==> config.mk <==
export PLATFORM = sky130hd
export DESIGN_NAME = rr_mux_sel_arbiter
export DESIGN_NICKNAME = d
export VERILOG_FILES = /design/src/rtl/rr_mux_sel_arbiter.sv
export SDC_FILE = /design/constraint.sdc
export NUM_CORES = 1
export LEC_CHECK = 0
export ABC_AREA = 1
export BUFFER_PORTS_ARGS = -buffer_cell sky130_fd_sc_hd__buf_2
export CAP_MARGIN = 30
export CORE_UTILIZATION = 39
export DETAILED_ROUTE_END_ITERATION = 16
export PLACE_DENSITY = 0.85
export SLEW_MARGIN = 40
export SYNTH_ARGS = -nofsm -noshare
export SYNTH_HDL_FRONTEND = slang
export SYNTH_SLANG_ARGS = --single-unit
==> constraint.sdc <==
create_clock -name clk -period 1.18 [get_ports clk]
set_clock_uncertainty 0.05 [all_clocks]
set_input_delay 0.295 -clock clk [delete_from_list [all_inputs] [get_ports clk]]
set_output_delay 0.295 -clock clk [all_outputs]
set_load 0.05 [all_outputs]
==> src/rtl/rr_mux_sel_arbiter.sv <==
// rr_mux_sel_arbiter
//  Two-source round-robin arbiter driving a 2:1 mux select, with a registered,
//  valid/ready-handshaked output word.
//  Optional feature macro: ARB_STATS_EN adds per-source 16-bit grant counters
//  (gnt_cnt_0, gnt_cnt_1) and a stats_clr input.
module rr_mux_sel_arbiter #(
    parameter int   DATA_W    = 8,
    parameter logic LAST_INIT = 1'b1
) (
    input  logic              clk,
    input  logic              reset,
    input  logic [DATA_W-1:0] din_0,
    input  logic              din_0_valid,
    output logic              din_0_ready,
    input  logic [DATA_W-1:0] din_1,
    input  logic              din_1_valid,
    output logic              din_1_ready,
    output logic              sel,
    output logic [DATA_W-1:0] mux_out,
    output logic              mux_out_valid,
    input  logic              mux_out_ready
`ifdef ARB_STATS_EN
    ,
    input  logic              stats_clr,
    output logic [15:0]       gnt_cnt_0,
    output logic [15:0]       gnt_cnt_1
`endif
);

    typedef enum logic {
        EMPTY = 1'b0,
        FULL  = 1'b1
    } state_t;

    state_t            state_reg;
    state_t            state_next;
    logic              last_sel_reg;
    logic [DATA_W-1:0] mux_out_reg;

    logic              load;
    logic              has_winner;
    logic              winner;
    logic              accept;

    // Arbitration, load decision and next state for this cycle
    always_comb begin
        load       = (state_reg == EMPTY) | mux_out_ready;
        has_winner = din_0_valid | din_1_valid;
        winner     = last_sel_reg;
        if (din_0_valid && din_1_valid) begin
            winner = ~last_sel_reg;
        end else if (din_0_valid) begin
            winner = 1'b0;
        end else if (din_1_valid) begin
            winner = 1'b1;
        end
        // Readys are forced low while reset is asserted so nothing is
        // reported as accepted in a cycle whose word will be dropped.
        accept     = load & has_winner & ~reset;
        state_next = state_reg;
        if (load) begin
            state_next = has_winner ? FULL : EMPTY;
        end
    end

    assign sel           = winner;
    assign din_0_ready   = accept & ~winner;
    assign din_1_ready   = accept & winner;
    assign mux_out       = mux_out_reg;
    assign mux_out_valid = (state_reg == FULL);

    // State, output word and round-robin pointer registers
    always_ff @(posedge clk) begin
        if (reset) begin
            state_reg    <= EMPTY;
            mux_out_reg  <= '0;
            last_sel_reg <= LAST_INIT;
        end else begin
            state_reg <= state_next;
            if (accept) begin
                mux_out_reg  <= winner ? din_1 : din_0;
                last_sel_reg <= winner;
            end
        end
    end

`ifdef ARB_STATS_EN
    logic [1:0]  grant;
    logic [15:0] gnt_cnt_w [2];

    assign grant = {din_1_ready, din_0_ready};

    for (genvar gi = 0; gi < 2; gi++) begin : g_cnt
        logic [15:0] cnt_reg;

        // Per-source grant counter; clear wins over a same-cycle grant, wraps naturally
        always_ff @(posedge clk) begin
            if (reset || stats_clr) begin
                cnt_reg <= '0;
            end else if (grant[gi]) begin
                cnt_reg <= cnt_reg + 16'd1;
            end
        end

        assign gnt_cnt_w[gi] = cnt_reg;
    end

    assign gnt_cnt_0 = gnt_cnt_w[0];
    assign gnt_cnt_1 = gnt_cnt_w[1];
`endif

endmodule

### After elaboration in Yosys (flattened, before gate mapping)

Cells that the tools add are included.

* reduce and logical (&&, ||, !) cells: 1
* muxes and demuxes: 5
* bitwise logic cells: 10

Operators with widths (number)
* 2-to-1 mux 8 bit: 1
* AND 1 bit: 4
* 2-to-1 mux 1 bit: 4
* inverter 1 bit: 4
* bitwise OR 1 bit: 2
* logical AND 1 bit: 1

* input port bits: 21
* register bits: 10
* output and inout bits: 12

### Longest topological paths before layout

Gate-level depths: netlist of the first run.

* depth in word-level cells: 5
* gate-level depth with buffers: 7
* gate-level depth less buffers: 6

### Worst setup path after synthesis of the first run

Ideal clock, no wire load.

* kind: reg-to-output
* start point: register state_reg (netlist: mux_out_valid)
* end point: output din_1_ready
* stages on the path, launching flop included: 6
* path buffers: 0
* required time: 0.835 ns
* path slack: -0.715 ns
* arrival time: 1.550 ns
* cell sequence: dfxtp_1 -> inv_1 -> nor2_1 -> nor2_1 -> nand2_1 -> nor2_1

* word-level cells in the longest chain between the ends: 5

Ends and longest elaborated chain
* start: declaration: line 35 `state_t state_reg;`
* start signal: assignment: line 79 `state_reg <= state_next;`
* inverter 1 bit: line 47 `load = (state_reg == EMPTY) | mux_out_ready;`
* bitwise OR 1 bit: line 47
* AND 1 bit (2 in series): line 59 `accept = load & has_winner & ~reset;`
* AND 1 bit: line 68 `assign din_1_ready = accept & winner;`
* end: declaration: line 17 `output logic din_1_ready,`

Every way passes these cells.

### Worst setup path in the final report of the first run

* start point: register state_reg (netlist: mux_out_valid)
* end point: output din_0_ready

* word-level cells in the longest chain between the ends: 5

Ends and longest elaborated chain
* inverter 1 bit: line 47
* bitwise OR 1 bit: line 47
* AND 1 bit (2 in series): line 59
* AND 1 bit: line 67 `assign din_0_ready = accept & ~winner;`
* end: declaration: line 14 `output logic din_0_ready,`

Every way passes these cells.

==> results.py, run 1 <==
metrics = {
    "outcome": {
        "outcome": "finished with violations",
        "violations": "negative setup slack",
    },
    "critical_path": {
        "r2r_start": "mux_out_valid$_SDFFE_PP0P_",
        "critPathMaxFanout": 3,
        "r2r_slack_ns": -0.23,
        "crit_end": "din_0_ready",
        "r2r_end": "mux_out[1]$_SDFFE_PP0P_",
        "cp.arrival_ns": 1.19,
        "ff2ff_path_depth": 9,
        "critPathCaptureType": "output port",
        "cp-startpoint": "mux_out_valid$_SDFFE_PP0P_",
        "critical_path_class": "reg2out",
        "cp.required_ns": 0.83,
        "startpoint_type": "flip-flop",
    },
    "sta": {
        "worst_pin_slew_ns": 0.246,
        "hold_viol": 0,
        "setup_viol": 14,
        "fin_crit_ns": 1.53,
        "max_freq_mhz": 653,
        "maxSlewViolCount": 0,
        "worst_slack_ns": -0.351,
        "period_share_pct": 130,
        "rsz0062_at_grt": "true",
        "maxSlewHeadroom_pct": 83.7,
    },
    "floorplanning": {
        "core_area_um2": 1170,
        "die_width_um": 38.3,
        "rows": 12,
        "die_area_um2": 1470,
        "die_h_um": 38.3,
        "initial_core_util_pct": 43.9,
        "boundaryPins": 33,
    },
    "detailed_routing": {
        "drt-wirelength-per-cell_um": 11.0,
        "drc_errors": 0,
        "drt_iter0_markers": 10,
        "first_pass_iters": 4,
        "via_per_inst": 4.81,
        "drtAntennaViolNets": 0,
        "vias": 673,
        "drt-total-wl_um": 1540,
    },
    "logic_synthesis": {
        "synthAdderAreaFrac_pct": 0,
        "syn_nets": 95,
        "netlist_area_um2": 514,
        "synth_top_area_share_pct": 38.9,
        "synth_cells": 74,
        "synth_top_family_by_area": "simple AND/OR/NAND/NOR gates",
        "synth-seq-area-share_pct": 38.9,
        "synth_xor_area_share_pct": 0,
        "synth_compound_area_share_pct": 7.30,
        "synth_mux_area_share_pct": 0,
        "yosysTopAreaCell": "dfxtp_1",
        "yosys.area_share.simple_pct": 42.8,
        "synth_area_leaders": "dfxtp_1 39%, nand2_1 18%, nand4_1 9.7%",
        "ys_warn_count": 0,
        "ys_ff_latch": 10,
        "yosys.cell_types.count": 15,
        "syn_avg_cell_area_um2": 6.95,
    },
    "power_and_ir_drop": {
        "powerDensity_nw_per_um2": 1310,
        "peakVddDrop_mv": 0.738,
        "combPwrFrac_pct": 40.3,
        "power.switching_uw": 466,
        "intPower_uw": 756,
        "power_frac_clock_pct": 27.2,
        "seqPwrFrac_pct": 32.5,
        "p_leak_uw": 0.000518,
        "swShare_pct": 38.2,
    },
    "clocking": {
        "clockBufferDepth": 2,
        "cts.sinks": 10,
        "clockRootBuffer": "clkbuf_4",
        "h-tree-depth": 1,
        "cts_tree": "yes",
        "clk_latency_ns": 0.27,
        "ctsHoldBuffers": 0,
        "cts_buffers": 3,
        "path_clk_slew_ns": 0.08,
    },
    "finish": {
        "num_antenna_cells": 0,
        "layout_common_cells": "22 x nand2_1, 22 x buf_4, 21 x buf_2",
        "drive_gt1_share_pct": 54.0,
        "largest_reg_flops": 8,
        "stdcell_area_um2": 936,
        "stdcell_count": 140,
        "syn_to_final_growth_pct": 82.0,
        "fin_nets": 148,
    },
    "global_routing": {
        "antenna_found_initial": 0,
        "grt_pass1_wl_um": 2310,
        "grt.total_usage_pct": 22.5,
        "overflow": 0,
        "first_global_vias": 556,
        "grt_max_degree": 11,
    },
    "place": {
        "dp.cells": 129,
        "io_buffers": 32,
        "place.gp.congestion": 0.753,
        "hpwl_um": 990,
        "dpl_cell_area_um2": 779,
    },
    "job": {
        "cap_violations": 0,
    },
    "worst_hold_path": {
        "min_path_type": "in2reg",
    },
}
[synth_stat cells]
library cell	n
nand3_1	4
nor2_1	6
nand2_4	1
a21oi_2	1
nor2_8	1
buf_6	1
inv_2	1
nor2_2	1
inv_1	11
o21ai_1	1
o21ai_0	3
nand2_1	24
nand4_1	8
dfxtp_1	10
o21ai_2	1
[cell families after synthesis]
kind of cell	count (synthesis)
AO/OA/AOI/OAI	6
flip-flops	10
AND/OR/NAND/NOR	45
buffers and inverters	13
[final cells by class]
type	instances	area, um2
repair buffers	48	338
multi-input cells	52	292
fillers	76	235
flip-flops and latches	10	208
inverters	12	45.0
clock buffers	4	36.3
well taps	14	17.5
[worst max-delay path, cell delays in order, from the launching register on]
cell and delay [ns]:
dfxtp_4 0.35, inv_2 0.04, nor2_2 0.03, nor2_2 0.10, nand2_2 0.11, nor2_4 0.12
buf_8 0.15
[per-stage QoR]
| step | util, % | setup TNS, ns | setup slack [ns] | total power (uW) | hold WS [ns] |
|---|---|---|---|---|---|
| 4_1_cts | 76.4 | -1.42 | -0.342 | 1180 | 0.222 |
| 6_report | 79.9 | -2.53 | -0.351 | 1220 | 0.218 |
| 2_1_floorplan | - | -0.535 | -0.234 | 673 | 0.308 |
| 3_5_place_dp | 66.6 | -0.804 | -0.209 | 808 | 0.392 |
| 3_3_place_gp | 66.6 | -0.642 | -0.199 | 800 | 0.393 |
| 5_1_grt | 79.9 | -3.32 | -0.391 | 1260 | 0.256 |
[per-layer routing]
metal	GRT usage, %	vias up	wire length [um]	share of wire [%]
met1	27.2	288	661	43
met4	5.36	0	33	2.1
met2	39.0	35	701	45
li1	-	344	-	-
met3	5.81	6	146	9.5
met5	0	-	0	0
[worst min path at each step]
stage	from	to	slack (ns)	depth (start not counted)
2_1_floorplan	reset	mux_out_valid$_SDFFE_PP0P_	0.31	1
3_3_place_gp	mux_out[4]$_SDFFE_PP0P_	mux_out[4]$_SDFFE_PP0P_	0.39	2
3_5_place_dp	mux_out[4]$_SDFFE_PP0P_	mux_out[4]$_SDFFE_PP0P_	0.39	2
4_1_cts	din_1[6]	mux_out[6]$_SDFFE_PP0P_	0.22	3
5_1_grt	din_1[6]	mux_out[6]$_SDFFE_PP0P_	0.26	3
6_report	din_1[6]	mux_out[6]$_SDFFE_PP0P_	0.22	3
[power groups by stage]
stage                     Combinational, uW  Sequential, uW  Clock, uW
after floorplan                         158             514          0
after global placement                  400             400          0
after detailed placement                408             400          0
after CTS                               463             396        323
after global routing                    525             401        336
final                                   493             398        332
[repair_timing]
| item | in CTS | in global routing |
|---|---|---|
| setup endpoints to repair | 12 | 16 |
| cloned | 0 | 1 |
| buffers inserted | 4 | 2 |
| gates resized for setup | 19 | 4 |
| pin swaps | 4 | 3 |
Power figures use the tool's default switching activity.
==> run 2: changes to the inputs <==
--- a/config.mk
+++ b/config.mk
@@ -6,11 +6,12 @@
 export NUM_CORES = 1
 export LEC_CHECK = 0
 export ABC_AREA = 1
-export BUFFER_PORTS_ARGS = -buffer_cell sky130_fd_sc_hd__buf_2
 export CAP_MARGIN = 30
-export CORE_UTILIZATION = 39
+export CORE_AREA = 2 2 39 41
 export DETAILED_ROUTE_END_ITERATION = 16
-export PLACE_DENSITY = 0.85
+export DIE_AREA = 0 0 41 43
+export DONT_BUFFER_PORTS = 1
+export PLACE_DENSITY = 0.65
 export SLEW_MARGIN = 40
 export SYNTH_ARGS = -nofsm -noshare
 export SYNTH_HDL_FRONTEND = slang
==> constraint.sdc (replaced) <==
create_clock -name clk -period 1.3 [get_ports clk]
set_clock_uncertainty 0.05 [all_clocks]
set_input_delay 0.325 -clock clk [delete_from_list [all_inputs] [get_ports clk]]
set_output_delay 0.325 -clock clk [all_outputs]
set_load 0.05 [all_outputs]
==> run 2 against run 1 <==
Net effect:
- final area is 16% lower
- the run still ends with negative setup slack left
- register-to-register slack better by 0.16 ns
- die area rose by 20%
- global-route usage decreased by 6.3 points
- via count shrank 19%
- setup slack better by 0.096 ns
- combinational power fell by 20%
==> results.py, run 2 (synthesized netlist as in run 1, its figures left out) <==
metrics = {
    "clocking": {
        "clk_latency_ns": 0.26,
        "path_clk_slew_ns": 0.07,
        "cts.sinks": 10,
        "clockRootBuffer": "clkbuf_4",
        "cts_buffers": 3,
        "cts_tree": "yes",
        "ctsHoldBuffers": 0,
        "clockBufferDepth": 2,
        "h-tree-depth": 1,
    },
    "floorplanning": {
        "die_area_um2": 1760,
        "die_h_um": 43,
        "die_width_um": 41,
        "core_area_um2": 1380,
        "boundaryPins": 33,
        "rows": 14,
        "initial_core_util_pct": 37.2,
    },
    "sta": {
        "fin_crit_ns": 1.55,
        "hold_viol": 0,
        "maxSlewViolCount": 0,
        "maxSlewHeadroom_pct": 86.8,
        "rsz0062_at_grt": "true",
        "setup_viol": 12,
        "worst_slack_ns": -0.255,
        "period_share_pct": 120,
        "tns_ns": -1.16,
        "whs_ns": 0.0703,
        "max_freq_mhz": 643,
        "worst_pin_slew_ns": 0.198,
    },
    "finish": {
        "fillers": 132,
        "final-seq-area_um2": 208,
        "syn_to_final_growth_pct": 53.8,
        "stdcell_area_um2": 791,
        "largest_reg_flops": 8,
        "layout_common_cells": "21 x nand2_1, 16 x buf_4, 9 x inv_1",
        "final_common_cell": "nand2_1",
        "drive_gt1_share_pct": 41.2,
        "multi_input_area_um2": 299,
        "post-route-util_pct": 57.1,
        "fin_nets": 119,
        "num_antenna_cells": 0,
    },
    "critical_path": {
        "cp_top_family": "simple AND/OR/NAND/NOR gates",
        "path_cells": "inv_2, nor2_2, nor2_2, nand2_2, nor2_4, buf_12",
        "slowest_delay_ns": 0.34,
        "crit_slowest_cell": "dfxtp_4",
        "cp.required_ns": 0.93,
        "cp_common_cell": "nor2_2",
        "cp.arrival_ns": 1.18,
        "r2r_start": "mux_out_valid$_SDFFE_PP0P_",
        "startpoint_type": "flip-flop",
        "cp-startpoint": "mux_out_valid$_SDFFE_PP0P_",
        "critPathCaptureType": "output port",
        "critPathMaxFanout": 3,
        "path_buf_inv": 2,
        "critical_path_class": "reg2out",
    },
    "detailed_routing": {
        "vias": 542,
        "drt-total-wl_um": 1350,
        "via_per_inst": 4.80,
        "drc_errors": 0,
        "drt-wirelength-per-cell_um": 12.0,
        "drt_iter0_markers": 4,
        "first_pass_iters": 4,
        "drtAntennaViolNets": 0,
    },
    "power_and_ir_drop": {
        "combPwrFrac_pct": 38.5,
        "intPower_uw": 647,
        "p_leak_uw": 0.000406,
        "swShare_pct": 36.8,
        "power_frac_clock_pct": 26.9,
        "finalPower_uw": 1020,
        "peakVddDrop_mv": 0.473,
        "power.switching_uw": 377,
        "powerDensity_nw_per_um2": 1290,
        "seqPwrFrac_pct": 34.6,
    },
    "global_routing": {
        "grt.total_usage_pct": 16.1,
        "grt_util_met3_pct": 2.09,
        "antenna_found_initial": 0,
        "top_usage_layer": "met2",
        "overflow": 0,
        "grt_pass1_wl_um": 1950,
        "grt_max_degree": 11,
        "first_global_vias": 515,
        "use_met1_pct": 16.6,
        "gr-usage-met2_pct": 29.1,
    },
    "place": {
        "hpwl_um": 962,
        "dpl_cell_area_um2": 692,
        "io_buffers": 0,
        "place.gp.congestion": 0.624,
    },
    "worst_hold_path": {
        "hold_start": "reset",
        "min_path_type": "in2reg",
    },
    "outcome": {
        "outcome": "finished with violations",
        "violations": "negative setup slack",
    },
    "job": {
        "cap_violations": 0,
    },
}
## run 2: worst reg2reg max path: cells and delay by family, from the launching register on
| kind | cells | cell delay, ns |
|---|---|---|
| flip-flops | 1 | 0.34 |
| buffers and inverters | 4 | 0.46 |
| AND/OR/NAND/NOR | 5 | 0.47 |
## run 2: final cells by class
cell class                      instances  share of cell area, %
Multi-Input combinational cell         52                   37.8
Sequential cell                        10                   26.3
Timing Repair Buffer                   19                   22.8
Inverter                               12                   6.01
Clock buffer                            4                   4.59
Tap cell                               16                   2.53
## run 2: layer usage
metal  vias to the layer above  wire length [um]
li1                        285                 -
met1                       243               534
met2                        14               775
met3                         0                44
met4                         0                 0
met5                         -                 0
## run 2: repair_timing
action / in CTS / in global routing
endpoints found under the setup margin: 3 / 11
buffers inserted: 2 / 1
gates cloned: 0 / 1
pin swaps: 4 / 3
resized for setup: 6 / 4
## run 2: path summary, 6_finish.rpt
check | to | slack [ns] | cells after the start
min | mux_out_valid$_SDFFE_PP0P_ | 0.07 | 1
min reg2reg | mux_out[0]$_SDFFE_PP0P_ | 0.44 | 2
max | din_0_ready | -0.25 | 6
max reg2reg | mux_out[7]$_SDFFE_PP0P_ | -0.07 | 9
## run 2: through the flow
stage	cells	setup WS, ns
after global placement	105	0.0164
after global routing	113	-0.316
after CTS	111	-0.236
after detailed placement	105	0.00656
after floorplan	74	-0.144
final	113	-0.255
## run 2: power by group through the flow
| stage | logic, uW | registers, uW | clock network [uW] |
|---|---|---|---|
| after global placement | 356 | 357 | 0 |
| after detailed placement | 361 | 358 | 0 |
| after CTS | 383 | 352 | 288 |
| final | 394 | 354 | 275 |
| after global routing | 419 | 356 | 305 |
| after floorplan | 144 | 467 | 0 |
==> run 3: changes to the inputs <==
--- a/config.mk
+++ b/config.mk
@@ -11,7 +11,7 @@
 export DETAILED_ROUTE_END_ITERATION = 16
 export DIE_AREA = 0 0 41 43
 export DONT_BUFFER_PORTS = 1
-export PLACE_DENSITY = 0.65
+export PLACE_DENSITY_LB_ADDON = 0.1
 export SLEW_MARGIN = 40
 export SYNTH_ARGS = -nofsm -noshare
 export SYNTH_HDL_FRONTEND = slang
==> run 3 against run 2 <==
Net effect:
- the flow still finishes with violations (negative setup slack)
- non-clock buffer count increased by 2
- combinational power increased by 3%
- die area unchanged
- via count increased by 1.1%
==> results.py, run 3 (synthesized netlist as in run 1, its figures left out) <==
metrics = {
    "outcome": {
        "outcome": "finished with violations",
        "violations": "negative setup slack",
    },
    "floorplanning": {
        "die_area_um2": 1760,
        "rows": 14,
        "die_width_um": 41,
        "initial_core_util_pct": 37.2,
        "die_h_um": 43,
        "core_area_um2": 1380,
        "boundaryPins": 33,
    },
    "finish": {
        "syn_to_final_growth_pct": 57.2,
        "layout_common_cells": "22 x nand2_1, 17 x buf_4, 9 x inv_1",
        "num_antenna_cells": 0,
        "final_common_cell": "nand2_1",
        "drive_gt1_share_pct": 42.9,
        "largest_reg_flops": 8,
        "fin_nets": 120,
        "stdcell_area_um2": 808,
    },
    "place": {
        "post-place-ws_ns": 0.00584,
        "place.gp.congestion": 0.630,
        "io_buffers": 0,
        "dpl_cell_area_um2": 692,
        "hpwl_um": 935,
    },
    "worst_hold_path": {
        "min_path_type": "in2reg",
    },
    "global_routing": {
        "overflow": 0,
        "first_global_vias": 466,
        "antenna_found_initial": 0,
        "grt_max_degree": 11,
        "grt.total_usage_pct": 17.6,
        "grt_pass1_wl_um": 2010,
    },
    "clocking": {
        "path_clk_slew_ns": 0.07,
        "clockRootBuffer": "clkbuf_4",
        "clk_latency_ns": 0.26,
        "clockBufferDepth": 2,
        "cts_tree": "yes",
        "h-tree-depth": 1,
        "cts.sinks": 10,
        "cts_buffers": 3,
    },
    "sta": {
        "rsz0062_at_grt": "true",
        "setup_viol": 3,
        "fin_crit_ns": 1.53,
        "period_share_pct": 118,
        "max_freq_mhz": 654,
        "tns_ns": -0.519,
        "whs_ns": 0.0623,
        "maxSlewViolCount": 0,
        "hold_viol": 0,
        "maxSlewHeadroom_pct": 86.3,
        "worst_pin_slew_ns": 0.205,
        "worst_slack_ns": -0.229,
    },
    "critical_path": {
        "r2r_slack_ns": 0.09,
        "r2r_end": "mux_out[5]$_SDFFE_PP0P_",
        "r2r_start": "mux_out_valid$_SDFFE_PP0P_",
        "ff2ff_path_depth": 8,
        "critPathMaxFanout": 3,
        "cp.arrival_ns": 1.15,
        "startpoint_type": "flip-flop",
        "critPathCaptureType": "output port",
        "cp-startpoint": "mux_out_valid$_SDFFE_PP0P_",
        "crit_end": "din_1_ready",
        "cp.required_ns": 0.93,
        "critical_path_class": "reg2out",
    },
    "detailed_routing": {
        "drt-wirelength-per-cell_um": 11.3,
        "drtAntennaViolNets": 0,
        "drc_errors": 0,
        "drt_iter0_markers": 2,
        "vias": 548,
        "via_per_inst": 4.81,
        "first_pass_iters": 3,
        "drt-total-wl_um": 1290,
    },
    "power_and_ir_drop": {
        "p_leak_uw": 0.000416,
        "peakVddDrop_mv": 0.564,
        "powerDensity_nw_per_um2": 1290,
        "finalPower_uw": 1040,
    },
    "job": {
        "cap_violations": 0,
    },
}
## run 3: changes by cell type in the layout (fill, tap and decap cells not counted), sizes merged
cell	change
buf	+2
nor2	-1
## run 3: worst min-delay path by stage
stage,cells after the start,slack [ns],startpoint,to
floorplan,1,0.34,reset,mux_out_valid$_SDFFE_PP0P_
global placement,1,0.34,reset,mux_out_valid$_SDFFE_PP0P_
detailed placement,1,0.34,reset,mux_out_valid$_SDFFE_PP0P_
CTS,1,0.05,reset,mux_out_valid$_SDFFE_PP0P_
global route,1,0.04,reset,mux_out_valid$_SDFFE_PP0P_
finish,1,0.06,reset,mux_out_valid$_SDFFE_PP0P_
## run 3: critical path: stages, from the launching register on
cell	delay, ns
dfxtp_4	0.34
inv_2	0.06
nor2_4	0.04
nor2_4	0.10
nand2_4	0.08
nor2_4	0.13
buf_12	0.14
## run 3: report_power, final
part	switching (uW)	total, uW	internal, uW
Combinational	257	405	148
Clock	114	284	170
Sequential	13.5	353	340
## run 3: layout make-up
class | count | area (um2)
Tap cell | 16 | 20.0
Timing Repair Buffer | 21 | 199
Clock buffer | 4 | 36.3
Sequential cell | 10 | 205
Fill cell | 139 | 576
Inverter | 12 | 45.0
Multi-Input combinational cell | 51 | 303
## run 3: what timing repair did
item	4_1_cts	5_1_grt
hold buffers	0	0
pin swaps	5	3
cloned	0	0
resized for setup	6	9
setup buffers	4	1
setup endpoints to repair	3	4
## run 3: routing by layer
metal / global-route usage (%) / part of all wire (%) / routed length, um / vias up
li1: - / - / - / 286
met1: 21.9 / 42 / 542 / 239
met3: 5.24 / 7.9 / 102 / 2
met4: 12.0 / 1.7 / 22 / 0
met5: 0 / 0 / 0 / -
met2: 24.7 / 48 / 626 / 21
## run 3: through the flow
step | utilization, % | std cells
6_report | 58.4 | 114
5_1_grt | 58.4 | 114
4_1_cts | 56.0 | 113
3_5_place_dp | 50.0 | 105
3_3_place_gp | 50.0 | 105
2_1_floorplan | - | 74
